## src/rtl/plic_pkg.sv

```systemverilog
// rtl/plic_pkg.sv - shared PLIC constants and gateway types
package plic_pkg;

  localparam int NUM_SOURCES     = 6;
  localparam int SOURCE_ID_WIDTH = $clog2(NUM_SOURCES + 1);
  localparam int GW_EDGE_CNT_W   = 3;
  localparam int GW_SYNC_STAGES  = 2;

  typedef enum logic [1:0] {
    GW_IDLE     = 2'd0,
    GW_PENDING  = 2'd1,
    GW_INFLIGHT = 2'd2
  } gw_state_e;

endpackage

```

## src/rtl/plic_gateway_src.sv

```systemverilog
// rtl/plic_gateway_src.sv - one gateway source: synchronizer, edge detect, FSM,
// queued-edge counter and sticky overflow flag
module plic_gateway_src
  import plic_pkg::*;
#(
  parameter bit EDGE  = 1'b0,
  parameter int CNT_W = GW_EDGE_CNT_W
) (
  input  logic clk,
  input  logic reset,
  input  logic irq,
  input  logic claim_hit,
  input  logic complete_hit,
  output logic req,
  output logic inflight,
  output logic edge_ovf
);

  localparam logic [CNT_W:0] CNT_MAX = {1'b0, {CNT_W{1'b1}}};

  logic             sync0, sync1, prev;
  gw_state_e        state, state_next;
  logic [CNT_W-1:0] cnt, cnt_next;
  logic             ovf_next;
  logic             edge_det;
  logic             inc, consume;
  logic [CNT_W:0]   sum;

  // Level sources never see an edge, which pins their counter at zero.
  assign edge_det = EDGE & sync1 & ~prev;

  always_ff @(posedge clk) begin
    if (reset) begin
      sync0    <= 1'b0;
      sync1    <= 1'b0;
      prev     <= 1'b0;
      state    <= GW_IDLE;
      cnt      <= '0;
      edge_ovf <= 1'b0;
    end else begin
      sync0    <= irq;
      sync1    <= sync0;
      prev     <= sync1;
      state    <= state_next;
      cnt      <= cnt_next;
      edge_ovf <= ovf_next;
    end
  end

  always_comb begin
    state_next = state;
    inc        = 1'b0;
    consume    = 1'b0;
    unique case (state)
      GW_IDLE: begin
        if (EDGE ? edge_det : sync1) state_next = GW_PENDING;
      end
      GW_PENDING: begin
        inc = edge_det;
        if (claim_hit) state_next = GW_INFLIGHT;
      end
      GW_INFLIGHT: begin
        inc = edge_det;
        if (complete_hit) begin
          if (EDGE) begin
            // A same-cycle edge is consumed directly, so cnt=0 still re-requests.
            if ((cnt != '0) || edge_det) begin
              state_next = GW_PENDING;
              consume    = 1'b1;
            end else begin
              state_next = GW_IDLE;
            end
          end else begin
            state_next = sync1 ? GW_PENDING : GW_IDLE;
          end
        end
      end
      default: state_next = GW_IDLE;
    endcase
  end

  always_comb begin
    cnt_next = cnt;
    ovf_next = edge_ovf;
    sum      = {1'b0, cnt} + (CNT_W + 1)'(inc) - (CNT_W + 1)'(consume);
    if (sum > CNT_MAX) begin
      cnt_next = CNT_MAX[CNT_W-1:0];
      ovf_next = 1'b1;
    end else begin
      cnt_next = sum[CNT_W-1:0];
    end
  end

  assign req      = (state == GW_PENDING);
  assign inflight = (state == GW_INFLIGHT);

endmodule

```

## src/rtl/plic_gateway.sv

```systemverilog
// rtl/plic_gateway.sv - per-source interrupt gateway ahead of the PLIC core;
// decodes claim/complete ids and fans them out to the source instances
module plic_gateway
  import plic_pkg::*;
#(
  parameter int                   NUM_SOURCES = plic_pkg::NUM_SOURCES,
  parameter logic [NUM_SOURCES:0] EDGE_MASK   = '0,
  parameter int                   EDGE_CNT_W  = plic_pkg::GW_EDGE_CNT_W
) (
  input  logic                       clk,
  input  logic                       reset,
  input  logic [NUM_SOURCES:1]       irq_src_i,
  output logic [NUM_SOURCES:1]       gw_req_o,
  input  logic                       claim_i,
  input  logic [SOURCE_ID_WIDTH-1:0] claim_id_i,
  input  logic                       complete_i,
  input  logic [SOURCE_ID_WIDTH-1:0] complete_id_i,
  output logic [NUM_SOURCES:1]       inflight_o,
  output logic [NUM_SOURCES:1]       edge_ovf_o
);

  logic [NUM_SOURCES:1] claim_hit;
  logic [NUM_SOURCES:1] complete_hit;

  // Id 0 and out-of-range ids match no instance and so are dropped here.
  for (genvar s = 1; s <= NUM_SOURCES; s++) begin : g_src
    assign claim_hit[s]    = claim_i    && (claim_id_i    == SOURCE_ID_WIDTH'(s));
    assign complete_hit[s] = complete_i && (complete_id_i == SOURCE_ID_WIDTH'(s));

    plic_gateway_src #(
      .EDGE  (EDGE_MASK[s]),
      .CNT_W (EDGE_CNT_W)
    ) u_src (
      .clk          (clk),
      .reset        (reset),
      .irq          (irq_src_i[s]),
      .claim_hit    (claim_hit[s]),
      .complete_hit (complete_hit[s]),
      .req          (gw_req_o[s]),
      .inflight     (inflight_o[s]),
      .edge_ovf     (edge_ovf_o[s])
    );
  end

endmodule

```

## config.mk

```make
export PLATFORM = sky130hd
export DESIGN_NAME = plic_gateway
export DESIGN_NICKNAME = d
export VERILOG_FILES = /design/src/rtl/plic_pkg.sv /design/src/rtl/plic_gateway_src.sv /design/src/rtl/plic_gateway.sv
export SDC_FILE = /design/constraint.sdc
export NUM_CORES = 1
export LEC_CHECK = 0
export ABC_AREA = 1
export BUFFER_PORTS_ARGS = -buffer_cell sky130_fd_sc_hd__buf_2
export CORE_ASPECT_RATIO = 0.75
export CORE_MARGIN = 5
export CORE_UTILIZATION = 45
export DETAILED_ROUTE_END_ITERATION = 16
export GPL_TIMING_DRIVEN = 0
export PLACE_DENSITY = 0.74
export SETUP_SLACK_MARGIN = 0.3
export SKIP_CTS_REPAIR_TIMING = 1
export SYNTH_ARGS = -nofsm -noshare
export SYNTH_HDL_FRONTEND = slang
export SYNTH_SLANG_ARGS = --single-unit
```

## constraint.sdc

```tcl
create_clock -name clk -period 0.9 [get_ports clk]
set_clock_uncertainty 0.15 [all_clocks]
set_input_delay 0.135 -clock clk [delete_from_list [all_inputs] [get_ports clk]]
set_output_delay 0.135 -clock clk [all_outputs]
set_load 0.005 [all_outputs]
```

# [Yosys cells after proc, flatten, opt, wreduce, memory -nomap -nowiden]
# Cells that the tools add are included.
[word_totals] inputBits=16 output_inout_bits=18 register_bits=36 word_cells=132
[op_classes] mux=30 reduce_logical=24 eq_ne=42 order_cmp=6
[ops] op="2-bit two-way mux" count=18
[ops] op="2-bit by 1-bit != test with 1-bit output (second input constant)" count=18
[ops] op="2-bit one-hot mux with 3 select lines" count=6
[ops] op="3-bit == test (second input constant)" count=6
[ops] op="3-bit > comparator (second input constant)" count=6
[ops] op="3-bit AND reduction" count=6
[ops] op="2-bit by 1-bit == test with 1-bit output (second input constant)" count=6
[ops] op="2-bit == test (second input constant)" count=6
[ops] op="3-bit by 2-bit == test with 1-bit output (second input constant)" count=4
[ops] op="1-bit logical AND" count=12
[ops] op="2-bit zero test" count=6
[ops] op="3-bit by 1-bit == test with 1-bit output (second input constant)" count=2
[ops] op="1-bit two-way mux" count=6

# [Longest topological paths before layout]
[logic_depth] word_depth=4 ltp_mapped=6 depth_no_buf=6

# [By module]
# A second synthesis with hierarchy kept.
[hier_totals] hier_cells=180 hier_area_um2=1156.1
[modules_own_cells] mod="plic_gateway_src" cells_each=25 instances=6 area_each_um2=173.9 seq_area_each_um2=80.1
[modules_own_cells] mod="plic_gateway" cells_each=30 instances=1 area_each_um2=112.6 seq_area_each_um2=0.0

# [Least setup slack after synthesis]
# Ideal clock, no wire load.
[synth_path] kind="flip-flop to flip-flop" from="register g_src[5].u_src.state[1]" to="register g_src[5].u_src.state[0]" arrival_time_ns=0.646 n_path_buf=0 setup_ns=0.121 synth_period_minus_slack_ns=0.917 t_required_ns=0.629 slack_ns=-0.017 stages_incl_launch_ff=6 cell_sequence="dfxtp_1 > inv_1 > nor2_1 > nand2_1 > nand2_1 > a21oi_1"
[synth_between] elab_chain_cells=3 word_cells_on_any_way=8 classes_between="eq/ne (5); mux (1); reduce/logical (2)"
[synth_lines] item="start: declaration" line_no="plic_gateway_src.sv:22" text="gw_state_e state, state_next;"
[synth_lines] item="start signal: assignment" line_no="plic_gateway_src.sv:44" text="state <= state_next;"
[synth_lines] item="2-bit == test *"
[synth_lines] item="via g_src[5].u_src.inflight" line_no="plic_gateway_src.sv:15" text="output logic inflight,"
[synth_lines] item="2-bit by 1-bit != test with 1-bit output (no source line)"
[synth_lines] item="3-bit AND reduction (no source line)"
# Mark *: on every way through the listed nets, which the timed path passes. The rest lies on a longest branch.
# A chain may end at the register's enable or synchronous reset.

# [Final worst setup path]
[layout_path] from="register g_src[3].u_src.state[1]" to="output port gw_req_o[3] in the netlist's numbering"
[layout_between] elab_chain_cells=1
[layout_lines] item="start: declaration" line_no="plic_gateway_src.sv:22"
[layout_lines] item="start signal: assignment" line_no="plic_gateway_src.sv:44"
[layout_lines] item="2-bit by 1-bit == test with 1-bit output" line_no="plic_gateway_src.sv:94" text="assign req = (state == GW_PENDING);"
[layout_lines] item="end: declaration" line_no="plic_gateway.sv:13" text="output logic [NUM_SOURCES:1] gw_req_o,"
# No other way between the ends.

==> impl_metrics.xml <==
<?xml version="1.0" encoding="UTF-8"?>
<metrics>
  <group name="outcome">
    <metric name="run_status" unit="">complete, but fails checks</metric>
    <metric name="failed_checks" unit="">negative hold slack, negative setup slack</metric>
  </group>
  <group name="synthesis">
    <metric name="synthesized_instance_count" unit="">175</metric>
    <metric name="syn-cell-area" unit="sq um">1180</metric>
    <metric name="postSynthRegisterBits" unit="">24</metric>
    <metric name="yosysUniqueCellTypes" unit="">14</metric>
    <metric name="synth_area_per_cell" unit="sq um">6.74</metric>
    <metric name="sequential_to_total_area_share_from_yosys_stat" unit="">0.407</metric>
    <metric name="synthesis.yosys.warnings" unit="">0</metric>
    <metric name="yosys-top-cells-area" unit="">sky130_fd_sc_hd__dfxtp_1 41%, sky130_fd_sc_hd__buf_4 11%, sky130_fd_sc_hd__nand2_1 11%, sky130_fd_sc_hd__inv_1 10%, sky130_fd_sc_hd__nor2_1 8.9%</metric>
    <metric name="synth_top_area_frac" unit="">0.407</metric>
    <metric name="synth_top_cell_by_area" unit="">sky130_fd_sc_hd__dfxtp_1</metric>
  </group>
  <group name="placed_design">
    <metric name="placedInstanceArea" unit="sq um">1410</metric>
    <metric name="io_buffer_count" unit="">27</metric>
    <metric name="detailedPlacementHpwl" unit="um">1640</metric>
    <metric name="globalplace.congestion" unit="">0.838</metric>
  </group>
  <group name="flow_run">
    <metric name="timing.max_cap.violations" unit="">0</metric>
  </group>
  <group name="cts">
    <metric name="clock_tree.htree_level_count" unit="">1</metric>
    <metric name="clock_latency" unit="ns">0.32</metric>
    <metric name="worst_case_clock_buffer_depth" unit="">2</metric>
    <metric name="cts-root-buf" unit="">sky130_fd_sc_hd__clkbuf_4</metric>
    <metric name="cts_inserted_buffers" unit="">3</metric>
    <metric name="tritoncts_num_sinks" unit="">24</metric>
    <metric name="cts_tree" unit="">yes</metric>
    <metric name="worst_setup_hold_path_clk_slew" unit="ns">0.14</metric>
  </group>
  <group name="floorplanning">
    <metric name="fp.dieW" unit="um">69.1</metric>
    <metric name="boundaryPins" unit="">34</metric>
    <metric name="floorplan.rows" unit="">16</metric>
    <metric name="design.die.area" unit="sq um">3760</metric>
    <metric name="initial_utilization" unit="">0.460</metric>
    <metric name="floorplan.die.height" unit="um">54.3</metric>
    <metric name="design.core.area" unit="sq um">2560</metric>
  </group>
  <group name="timing">
    <metric name="timing.final.setup_violations" unit="">24</metric>
    <metric name="final_hold_violations" unit="">10</metric>
    <metric name="final.min_clock_period" unit="ns">1.36</metric>
    <metric name="final_critical_path_setup_slack" unit="ns">-0.456</metric>
    <metric name="min_period_over_period" unit="">1.51</metric>
    <metric name="fmaxAchievable" unit="GHz">0.738</metric>
    <metric name="final.setup.tns" unit="ns">-7.14</metric>
    <metric name="maxSlewViolCount" unit="">0</metric>
    <metric name="final.hold.worst_slack" unit="ns">-0.148</metric>
    <metric name="grt_setup_unrepaired" unit="">true</metric>
  </group>
  <group name="grt">
    <metric name="first_global_vias" unit="">853</metric>
    <metric name="grt.overflow.total" unit="">0</metric>
    <metric name="grt_pass1_wl" unit="um">3680</metric>
    <metric name="grt_max_degree" unit="">15</metric>
    <metric name="antenna_found_initial" unit="">0</metric>
    <metric name="grt_util_all_layers" unit="">0.122</metric>
  </group>
  <group name="setup_path">
    <metric name="r2r-start" unit="">g_src[5].u_src.state[1]</metric>
    <metric name="worst_r2r_path_depth" unit="">7</metric>
    <metric name="cp_max_fo" unit="">2</metric>
    <metric name="critPathLaunch" unit="">g_src[3].u_src.state[1]</metric>
    <metric name="crit-reg2reg-capture" unit="">g_src[5].u_src.state[0]</metric>
    <metric name="cp_data_arrival_time" unit="ns">1.07</metric>
    <metric name="critPathCapture" unit="">gw_req_o[3]</metric>
    <metric name="timing.setup.critical_path_class" unit="">reg -&gt; out</metric>
    <metric name="reg2reg_slack" unit="ns">-0.24</metric>
    <metric name="crit_path_end_kind" unit="">primary output</metric>
    <metric name="critPathRequiredTime" unit="ns">0.61</metric>
    <metric name="setup.worst_path.start_class" unit="">flop</metric>
  </group>
  <group name="pwr">
    <metric name="static_leakage" unit="uW">0.000871</metric>
    <metric name="pwr_density_cell" unit="nW/um^2">1260</metric>
    <metric name="ir_drop" unit="mV">1.10</metric>
  </group>
  <group name="drt">
    <metric name="drtPass1Iterations" unit="">4</metric>
    <metric name="detail_route.vias_per_cell" unit="">4.20</metric>
    <metric name="drc_errors" unit="">0</metric>
    <metric name="routedWlPerCell" unit="um">10.4</metric>
    <metric name="via_count" unit="">1097</metric>
    <metric name="totalWireLength" unit="um">2720</metric>
    <metric name="ant_nets" unit="">0</metric>
    <metric name="drtIter0Drc" unit="">47</metric>
  </group>
  <group name="cells_and_area">
    <metric name="num-nets-final" unit="">242</metric>
    <metric name="syn_to_final_growth" unit="%">56.8</metric>
    <metric name="layout_common_cells" unit="">25 x sky130_fd_sc_hd__nand2_1, 25 x sky130_fd_sc_hd__buf_6, 23 x sky130_fd_sc_hd__inv_1</metric>
    <metric name="filler_cell_count" unit="">211</metric>
    <metric name="final_design_area_no_fill" unit="sq um">1850</metric>
    <metric name="drive_above_1_share" unit="">0.600</metric>
    <metric name="insertedDiodeCount" unit="">0</metric>
  </group>
  <group name="hold_path">
    <metric name="worst_hold_check_path_type" unit="">in -&gt; reg</metric>
  </group>
</metrics>
-- area by class of cell --
class | instances | area, sq um | share of cell area
well taps | 36 | 45.0 | 0.0243
clock buffers | 3 | 22.5 | 0.0122
repair buffers | 41 | 332 | 0.179
multi-input cells | 96 | 574 | 0.310
clock inverters | 1 | 30.0 | 0.0162
plain buffers | 20 | 180 | 0.0974
inverters | 40 | 158 | 0.0852
flip-flops and latches | 24 | 509 | 0.275
-- logic make-up (layout without fill, tap and decap cells) --
group,after synthesis,in the layout,share of synthesized area
compound gates,14,14,0.0721
other cells,1,6,0.00318
simple gates,76,76,0.267
buf+inv,60,105,0.250
flops,24,24,0.407
-- how the worst min path moves through the flow --
| stage | from | end | slack (ns) | cells after the start |
|---|---|---|---|---|
| 2_1_floorplan | reset | g_src[2].u_src.state[0] | 0.04 | 1 |
| 3_3_place_gp | irq_src_i[6] | g_src[6].u_src.sync0 | 0.18 | 3 |
| 3_5_place_dp | irq_src_i[4] | g_src[4].u_src.sync0 | 0.19 | 3 |
| 4_1_cts | irq_src_i[1] | g_src[1].u_src.sync0 | -0.15 | 3 |
| 5_1_grt | irq_src_i[1] | g_src[1].u_src.sync0 | -0.16 | 3 |
| 6_report | irq_src_i[1] | g_src[1].u_src.sync0 | -0.15 | 3 |
-- Yosys cell counts --
cell                      number
sky130_fd_sc_hd__conb_1        1
sky130_fd_sc_hd__nand2_1      34
sky130_fd_sc_hd__nand4_1       1
sky130_fd_sc_hd__o21ai_1       2
sky130_fd_sc_hd__a21oi_2       4
sky130_fd_sc_hd__inv_2         7
sky130_fd_sc_hd__nand3_1       4
sky130_fd_sc_hd__nor2_2        9
sky130_fd_sc_hd__buf_4        18
sky130_fd_sc_hd__nor2_1       28
sky130_fd_sc_hd__dfxtp_1      24
sky130_fd_sc_hd__buf_2         2
sky130_fd_sc_hd__a21oi_1       8
sky130_fd_sc_hd__inv_1        33
-- registers in the layout (all words and copies together) (netlist names) --
register,count
g_src.u_src.state,12
g_src.u_src.sync1,6
g_src.u_src.sync0,6
-- where the power goes --
part	internal [uW]	leakage [uW]	switching, uW	total, uW
registers	1100	0.000204	32.5	1130
clock network	450	0.0000279	338	788
logic	215	0.000639	199	414
total	1770	0.000871	569	2340
-- routing by layer --
metal  share of wire  global-route usage  vias up  wire length, um
met5               0                   0        -                0
met4          0.0066              0.0195        0               18
met3           0.059              0.0514        4              161
met2            0.49               0.185       31             1340
met1            0.44               0.165      479             1200
li1                -                   -      583                -
-- critical path, cell delays in order, from the launching register on --
cell and delay (ns):
sky130_fd_sc_hd__dfxtp_2 0.36, sky130_fd_sc_hd__buf_6 0.12, sky130_fd_sc_hd__nor2_4 0.09, sky130_fd_sc_hd__buf_6 0.10
sky130_fd_sc_hd__buf_6 0.08
-- through the flow --
step / hold WS, ns / util / cells / worst slack [ns] / total power (uW)
after CTS: -0.150 / 0.570 / 247 / -0.494 / 2210
after global placement: 0.183 / 0.549 / 243 / -0.113 / 1430
after global routing: -0.159 / 0.722 / 261 / -0.502 / 2440
after floorplan: 0.0401 / - / 180 / -0.00385 / 1340
after detailed placement: 0.192 / 0.549 / 243 / -0.129 / 1440
final: -0.148 / 0.722 / 261 / -0.456 / 2340
No activity file was read; power rests on OpenSTA's default activity.
